==> src/rtl/spi_mem_ctrl.sv <==
// SPI mode-0 master for 25-series EEPROM/flash behind a 4-register bus window.
// Runs READ/WRITE/WREN/RDSR frames on its own and reports completion via busy/done.
module spi_mem_ctrl #(
  parameter int ADDR_BYTES = 3,
  parameter int DATA_BYTES = 4,
  parameter int CLK_DIV    = 2
) (
  input  logic        clk,
  input  logic        rst,
  input  logic        reg_wr,
  input  logic        reg_rd,
  input  logic [1:0]  reg_sel,
  input  logic [31:0] reg_din,
  output logic [31:0] reg_dout,
  output logic        busy,
  output logic        done,
  output logic        spi_sck,
  output logic        spi_cs_n,
  output logic        spi_mosi,
  input  logic        spi_miso,
  output logic        spi_hold_n,
  output logic        spi_wp_n,
  output logic [1:0]  dbg_state
);

  localparam int AW = 8 * ADDR_BYTES;
  localparam int DW = 8 * DATA_BYTES;
  localparam int FW = 8 + AW + DW;
  localparam logic [15:0] DIV_LAST = 16'(CLK_DIV - 1);
  localparam logic [6:0]  N_RW     = 7'(FW);

  typedef enum logic [1:0] {S_IDLE, S_SETUP, S_SHIFT, S_HOLD} state_t;

  // Bus handshake: reg_wr/reg_rd are single-clk strobes with no ready; a write
  // is taken only while busy=0 (otherwise dropped and flagged in ovr), and
  // reg_dout is valid the clk after reg_rd.
  state_t      state_q, state_d;
  logic [15:0] div_q, div_d;
  logic [6:0]  bit_q, bit_d, nbits_q, nbits_d;
  logic [1:0]  cmd_q, cmd_d;
  logic [63:0] tx_q, tx_d;
  logic [31:0] rx_q, rx_d;
  logic        sck_q, sck_d, cs_n_q, cs_n_d, mosi_q, mosi_d;
  logic        busy_q, busy_d, done_q, done_d, ovr_q, ovr_d;
  logic [AW-1:0] addr_q, addr_d;
  logic [DW-1:0] wdata_q, wdata_d, rdata_q, rdata_d;
  logic [7:0]  stat_q, stat_d;
  logic [31:0] dout_q, dout_d;
  logic        unused_bits;

  assign unused_bits = ^{reg_din, rx_q};

  always_comb begin
    state_d = state_q;
    div_d   = div_q;
    bit_d   = bit_q;
    nbits_d = nbits_q;
    cmd_d   = cmd_q;
    tx_d    = tx_q;
    rx_d    = rx_q;
    sck_d   = sck_q;
    cs_n_d  = cs_n_q;
    mosi_d  = mosi_q;
    busy_d  = busy_q;
    done_d  = 1'b0;
    ovr_d   = ovr_q;
    addr_d  = addr_q;
    wdata_d = wdata_q;
    rdata_d = rdata_q;
    stat_d  = stat_q;
    dout_d  = dout_q;

    if (reg_rd) begin
      unique case (reg_sel)
        2'b00: begin
          dout_d = {16'h0, stat_q, 6'h0, ovr_q, busy_q};
          ovr_d  = 1'b0;
        end
        2'b01:   dout_d = 32'(addr_q);
        2'b10:   dout_d = 32'(wdata_q);
        default: dout_d = 32'(rdata_q);
      endcase
    end

    // A dropped write sets ovr after the read-clear so the newer event wins.
    if (reg_wr && reg_sel != 2'b11) begin
      if (busy_q) ovr_d = 1'b1;
      else if (reg_sel == 2'b01) addr_d = reg_din[AW-1:0];
      else if (reg_sel == 2'b10) wdata_d = reg_din[DW-1:0];
    end

    unique case (state_q)
      S_IDLE: begin
        if (reg_wr && reg_sel == 2'b00) begin
          cmd_d = reg_din[1:0];
          tx_d  = '0;
          unique case (reg_din[1:0])
            2'b00: begin tx_d[63 -: FW] = {8'h03, addr_q, {DW{1'b0}}}; nbits_d = N_RW; end
            2'b01: begin tx_d[63 -: FW] = {8'h02, addr_q, wdata_q};    nbits_d = N_RW; end
            2'b10: begin tx_d[63:56] = 8'h06; nbits_d = 7'd8;  end
            default: begin tx_d[63:56] = 8'h05; nbits_d = 7'd16; end
          endcase
          mosi_d  = tx_d[63];
          cs_n_d  = 1'b0;
          busy_d  = 1'b1;
          div_d   = '0;
          bit_d   = '0;
          state_d = S_SETUP;
        end
      end
      S_SETUP: begin
        if (div_q == DIV_LAST) begin
          div_d   = '0;
          state_d = S_SHIFT;
        end else begin
          div_d = div_q + 16'd1;
        end
      end
      S_SHIFT: begin
        if (div_q != DIV_LAST) begin
          div_d = div_q + 16'd1;
        end else begin
          div_d = '0;
          if (!sck_q) begin
            sck_d = 1'b1;
            rx_d  = {rx_q[30:0], spi_miso};
          end else begin
            // Falling edge: retire the bit and present the next one.
            sck_d  = 1'b0;
            tx_d   = tx_q << 1;
            mosi_d = tx_q[62];
            bit_d  = bit_q + 7'd1;
            if (bit_q == nbits_q - 7'd1) state_d = S_HOLD;
          end
        end
      end
      S_HOLD: begin
        if (div_q == DIV_LAST) begin
          div_d   = '0;
          state_d = S_IDLE;
          cs_n_d  = 1'b1;
          busy_d  = 1'b0;
          done_d  = 1'b1;
          mosi_d  = 1'b0;
          if (cmd_q == 2'b00) rdata_d = rx_q[DW-1:0];
          if (cmd_q == 2'b11) stat_d  = rx_q[7:0];
        end else begin
          div_d = div_q + 16'd1;
        end
      end
      default: state_d = S_IDLE;
    endcase
  end

  always_ff @(posedge clk or negedge rst) begin
    if (!rst) begin
      state_q <= S_IDLE;
      div_q   <= '0;
      bit_q   <= '0;
      nbits_q <= '0;
      cmd_q   <= '0;
      tx_q    <= '0;
      rx_q    <= '0;
      sck_q   <= 1'b0;
      cs_n_q  <= 1'b1;
      mosi_q  <= 1'b0;
      busy_q  <= 1'b0;
      done_q  <= 1'b0;
      ovr_q   <= 1'b0;
      addr_q  <= '0;
      wdata_q <= '0;
      rdata_q <= '0;
      stat_q  <= '0;
      dout_q  <= '0;
    end else begin
      state_q <= state_d;
      div_q   <= div_d;
      bit_q   <= bit_d;
      nbits_q <= nbits_d;
      cmd_q   <= cmd_d;
      tx_q    <= tx_d;
      rx_q    <= rx_d;
      sck_q   <= sck_d;
      cs_n_q  <= cs_n_d;
      mosi_q  <= mosi_d;
      busy_q  <= busy_d;
      done_q  <= done_d;
      ovr_q   <= ovr_d;
      addr_q  <= addr_d;
      wdata_q <= wdata_d;
      rdata_q <= rdata_d;
      stat_q  <= stat_d;
      dout_q  <= dout_d;
    end
  end

  assign reg_dout   = dout_q;
  assign busy       = busy_q;
  assign done       = done_q;
  assign spi_sck    = sck_q;
  assign spi_cs_n   = cs_n_q;
  assign spi_mosi   = mosi_q;
  assign spi_hold_n = 1'b1;
  assign spi_wp_n   = 1'b1;
  assign dbg_state  = state_q;

endmodule

==> config.mk <==
export PLATFORM = sky130hd
export DESIGN_NAME = spi_mem_ctrl
export DESIGN_NICKNAME = d
export VERILOG_FILES = /design/src/rtl/spi_mem_ctrl.sv
export SDC_FILE = /design/constraint.sdc
export NUM_CORES = 1
export LEC_CHECK = 0
export CAP_MARGIN = 40
export CORE_MARGIN = 2
export CORE_UTILIZATION = 51
export CTS_CLUSTER_SIZE = 30
export DETAILED_ROUTE_END_ITERATION = 10
export PLACE_DENSITY = 0.71
export SETUP_SLACK_MARGIN = 0.5
export SYNTH_ARGS = -nofsm -noshare
export SYNTH_HDL_FRONTEND = slang
export SYNTH_SLANG_ARGS = --single-unit
==> constraint.sdc <==
create_clock -name clk -period 6.9 [get_ports clk]
set_input_delay 1.38 -clock clk [delete_from_list [all_inputs] [get_ports clk]]
set_output_delay 1.38 -clock clk [all_outputs]
set_load 0.02 [all_outputs]
# Word-level counts from Yosys, hierarchy flattened
# Index checks and enable logic that the tools add are counted.
# word_totals
word_cells	105
inputBits	39
reg_bits	263
output_inout_bits	41
# classes
n_bitwise	4
muxes	40
add_sub_neg	3
reduce_logical	22
n_eq_ne	18
# op_table
operator	count
2-to-1 mux 63 bit	3
case mux 63 bit (2 select lines)	1
case mux 56 bit (2 select lines)	1
case mux 32 bit (3 select lines)	1
2-to-1 mux 16 bit	3
case mux 16 bit (3 select lines)	1
case mux 7 bit (2 select lines)	2
2-to-1 mux 7 bit	3
adder 16 x 1 -> 16 bit (second input constant)	1
equality test 16 x 1 -> 1 bit (second input constant)	1
inequality test 16 x 1 -> 1 bit (second input constant)	1
AND reduction 3 bit	5
2-to-1 mux 1 bit	14
inequality test 2 bit (second input constant)	7
2-to-1 mux 2 bit	6
equality test 2 bit (second input constant)	5
case mux 3 bit (3 select lines)	1
zero test 2 bit	4
case mux 2 bit (4 select lines)	1
AND reduction 4 bit	2
adder 7 x 1 -> 7 bit (second input constant)	1
equality test 7 bit	1
subtractor 7 x 1 -> 7 bit (second input constant)	1
equality test 2 x 1 -> 1 bit (second input constant)	3
other kinds (10)	18

# Longest topological paths before layout
# depth
depth_word	6
mapped_depth	10
depth_no_buf	7

# Worst setup path after synthesis
# No wires, ideal clock.
# synth_path
path_type	input to register
startpoint	in reg_sel[1]
endpoint	reg tx_q[57]
setup_ns	0.136
stages	7
required_ns	6.764
n_path_buf	2
setup_slack_ns	3.656
arrival_time_ns	3.108
path_cell_list	or3b_2 -> a211oi_1 -> nand2_1 -> clkbuf_1 -> clkbuf_1 -> nand2_1 -> o21ai_0
# synth_via
elab_chain_len	4
# synth_lines
item	line	text
start: declaration	12	input logic [1:0] reg_sel,
zero test 2 bit	94	if (reg_wr && reg_sel == 2'b00) begin
logical AND 1 bit	94	
inequality test 2 bit (no source line)	-	
AND reduction 4 bit (no source line)	-	
end signal: assignment	181	tx_q <= tx_d;
end: declaration	41	logic [63:0] tx_q, tx_d;
# No other way between the ends.
# A chain may end at the register's enable or synchronous reset.

# Worst setup path in the final report
# layout_path
startpoint	in reg_sel[1]
endpoint	reg bit_q[5]
# layout_via
elab_chain_len	4
# layout_lines
item	line	text
zero test 2 bit	94	
logical AND 1 bit	94	
inequality test 2 bit (no source line)	-	
AND reduction 4 bit (no source line)	-	
end signal: assignment	178	bit_q <= bit_d;
end: declaration	39	logic [6:0] bit_q, bit_d, nbits_q, nbits_d;
# No other way between the ends.

==> impl_metrics.env <==
export IMPL_outcome="finished, final reports clean"
export IMPL_synth_most_common_cell="dfrtp_1"
export IMPL_netlist_area_um2=11300
export IMPL_whs_ns=0.477
export IMPL_vias_per_cell=5.76
export IMPL_yosys_area_top_type_share_pct=57.3
export IMPL_start_kind="input port"
export IMPL_slowest_stage="a211oi_1"
export IMPL_synth_edff_count=0
export IMPL_syn_inst=919
export IMPL_cts_buffer_depth=3
export IMPL_drv_cap=0
export IMPL_ys_seq_area_share_pct=57.5
export IMPL_crit_required_ns=7.35
export IMPL_worstPathCellList="clkdlybuf4s50_1, buf_4, or3b_2, a211oi_1, nand2_4, buf_16, or4_1, a21oi_1"
export IMPL_post_cts_buffers=0
export IMPL_ctsHoldBuffers=0
export IMPL_rows=54
export IMPL_period_share_pct=61.1
export IMPL_cts_tree="yes"
export IMPL_clk_latency_ns=0.53
export IMPL_drc=0
export IMPL_crit_family="simple AND/OR/NAND/NOR gates"
export IMPL_path_max_fanout=80
export IMPL_netlist_top_cells_count="258 x dfrtp_1, 151 x mux2_2, 81 x nand2_1"
export IMPL_path_buf_inv=3
export IMPL_grt_total_usage_pct=21.4
export IMPL_h_tree_depth=1
export IMPL_core_area_um2=21800
export IMPL_die_area_um2=23300
export IMPL_antenna_found_initial=0
export IMPL_wl_um=24300
export IMPL_clock_skew_final_ns=0.0170
export IMPL_die_x_um=153
export IMPL_cellPowerDensity_nw_per_um2=377
export IMPL_antenna_cells=0
export IMPL_hpwlAfterDp_um=15000
export IMPL_timing_fmax_mhz=237
export IMPL_pin_count=80
export IMPL_gr_total_overflow=0
export IMPL_initial_utilization_pct=51.8
export IMPL_grt_pass1_wl_um=40600
export IMPL_synth_area_leaders="dfrtp_1 57%, mux2_2 15%, a22oi_1 4.6%"
export IMPL_tightest_slew_ns=0.980
export IMPL_vias=7364
export IMPL_placed_cells=1230
export IMPL_setup_violations=0
export IMPL_synth_seq_cells=259
export IMPL_syn_area_per_cell_um2=12.3
export IMPL_slew_headroom_pct=34.7
export IMPL_drive_gt1_share_pct=23.3
export IMPL_async_flop_share_pct=100
export IMPL_vdd_ir_drop_max_v=0.000231
export IMPL_routedWlPerCell_um=19.0
export IMPL_num_nets_final=1031
export IMPL_grt_max_degree=183
export IMPL_yosysWarnings=0
export IMPL_clkSinkCount=259
export IMPL_synth_cell_types=52
export IMPL_die_h_um=153
export IMPL_p_leak_nw=5.88
export IMPL_syn2layout_area_growth_pct=16.7
export IMPL_worst_hold_path_type="register to register"
export IMPL_tns_ns=0
export IMPL_cts_buffers=27
export IMPL_globalplace_congestion=0.837
export IMPL_finalCriticalPeriod_ns=4.22
export IMPL_grt_pass1_vias=7465
export IMPL_cpPeakStageDelay_ns=0.67
export IMPL_final_hold_viol_count=0
export IMPL_rsz0062_at_grt="no"
export IMPL_root_buffer="clkbuf_16"
export IMPL_clkTransAtPathRegs_ns=0.06
export IMPL_cts_resized=0
export IMPL_synth_ff_type="dfrtp_1"
export IMPL_numPortBuffers=77
export IMPL_synth_top_area_cell="dfrtp_1"
export IMPL_drv_slew=0
export IMPL_drt_initial_drc_count=516
export IMPL_fin_cells=1278
export IMPL_drtAntennaViolNets=0
export IMPL_firstDrtPassIters=5
export IMPL_crit_type="input port to register"
export IMPL_cp_arrival_ns=4.67
export IMPL_cp_end_kind="register"
## final timing paths
path | startpoint | endpoint | slack [ns] | depth (start not counted)
min in group asynchronous | rst | div_q[15] | 0.81 | 1
hold reg to reg | tx_q[14] | tx_q[14] | 0.48 | 2
max in group asynchronous | rst | reg_dout[4] | 4.75 | 2
setup reg to reg | dbg_state[0] | div_q[5] | 3.57 | 8
hold / removal | tx_q[14] | tx_q[14] | 0.48 | 2
setup / recovery | reg_sel[1] | bit_q[5] | 2.68 | 8
## layout by cell type, fill, tap and decap left out, drive strengths merged, types with 23 or more instances in the layout
| master | count |
|---|---|
| a21oi | 29 |
| a22oi | 69 |
| clkbuf | 39 |
| clkdlybuf4s50 | 74 |
| dfrtp | 258 |
| inv | 23 |
| mux2 | 156 |
| nand2 | 81 |
| nor2 | 30 |
| o21ai | 74 |
## flip-flops by register name (all words and copies together) (netlist names), 3 cells and up
signal / count
tx_q: 63
nbits_q: 3
rx_q: 32
rdata_q: 32
div_q: 16
stat_q: 8
addr_q: 24
reg_dout: 32
wdata_q: 32
bit_q: 7
## cell type report
| type | instances | area (um2) |
|---|---|---|
| clock buffer | 39 | 771 |
| clock inverter | 9 | 73.8 |
| fill | 1749 | 8610 |
| inverter | 22 | 82.6 |
| multi-input combinational | 580 | 4500 |
| sequential | 259 | 6480 |
| tap | 280 | 350 |
| timing repair buffer | 89 | 888 |
## kinds of logic (layout without fill, tap and decap cells)
family	after synthesis	count (layout)	share of synthesized area [%]
AOI/OAI and AO/OA	209	209	11.7
xor gates and xnor gates	10	10	0.777
other	1	2	0.0333
buffers and inverters	81	159	2.98
muxes	174	174	18.3
adders and majority gates	13	13	1.44
and+or+nand+nor	172	172	7.26
DFF	259	259	57.5
## through the flow
step           setup slack (ns)  power, mW  instance area (um2)  utilization [%]
2_1_floorplan              3.66       3.09                11300                -
3_3_place_gp               1.99       3.53                12300             56.4
3_5_place_dp               2.16       3.60                12300             56.6
4_1_cts                    2.69       5.01                13200             60.4
5_1_grt                    2.44       5.27                13200             60.4
6_report                   2.68       4.96                13200             60.4
## power by group
part           internal, mW  total (mW)  switching, mW
combinational         0.620        1.45          0.826
clock                 0.809        1.38          0.574
sequential             1.86        2.13          0.270
## layer usage
layer | vias to the layer above | global-route usage (%) | routed length [um]
li1 | 3439 | - | -
met1 | 3770 | 30.8 | 11300
met2 | 128 | 35.0 | 11700
met3 | 27 | 3.01 | 817
met4 | 0 | 4.37 | 421
met5 | - | 0 | 0
## worst register-to-register path: cells and delay by family, from the launching register on
kind | cells | cell delay [ns]
DFF | 1 | 0.44
adders and majority gates | 1 | 0.53
and+or+nand+nor | 3 | 1.13
buffers and inverters | 2 | 0.73
AOI/OAI and AO/OA | 2 | 0.43
(Power assumes the default switching activity.)
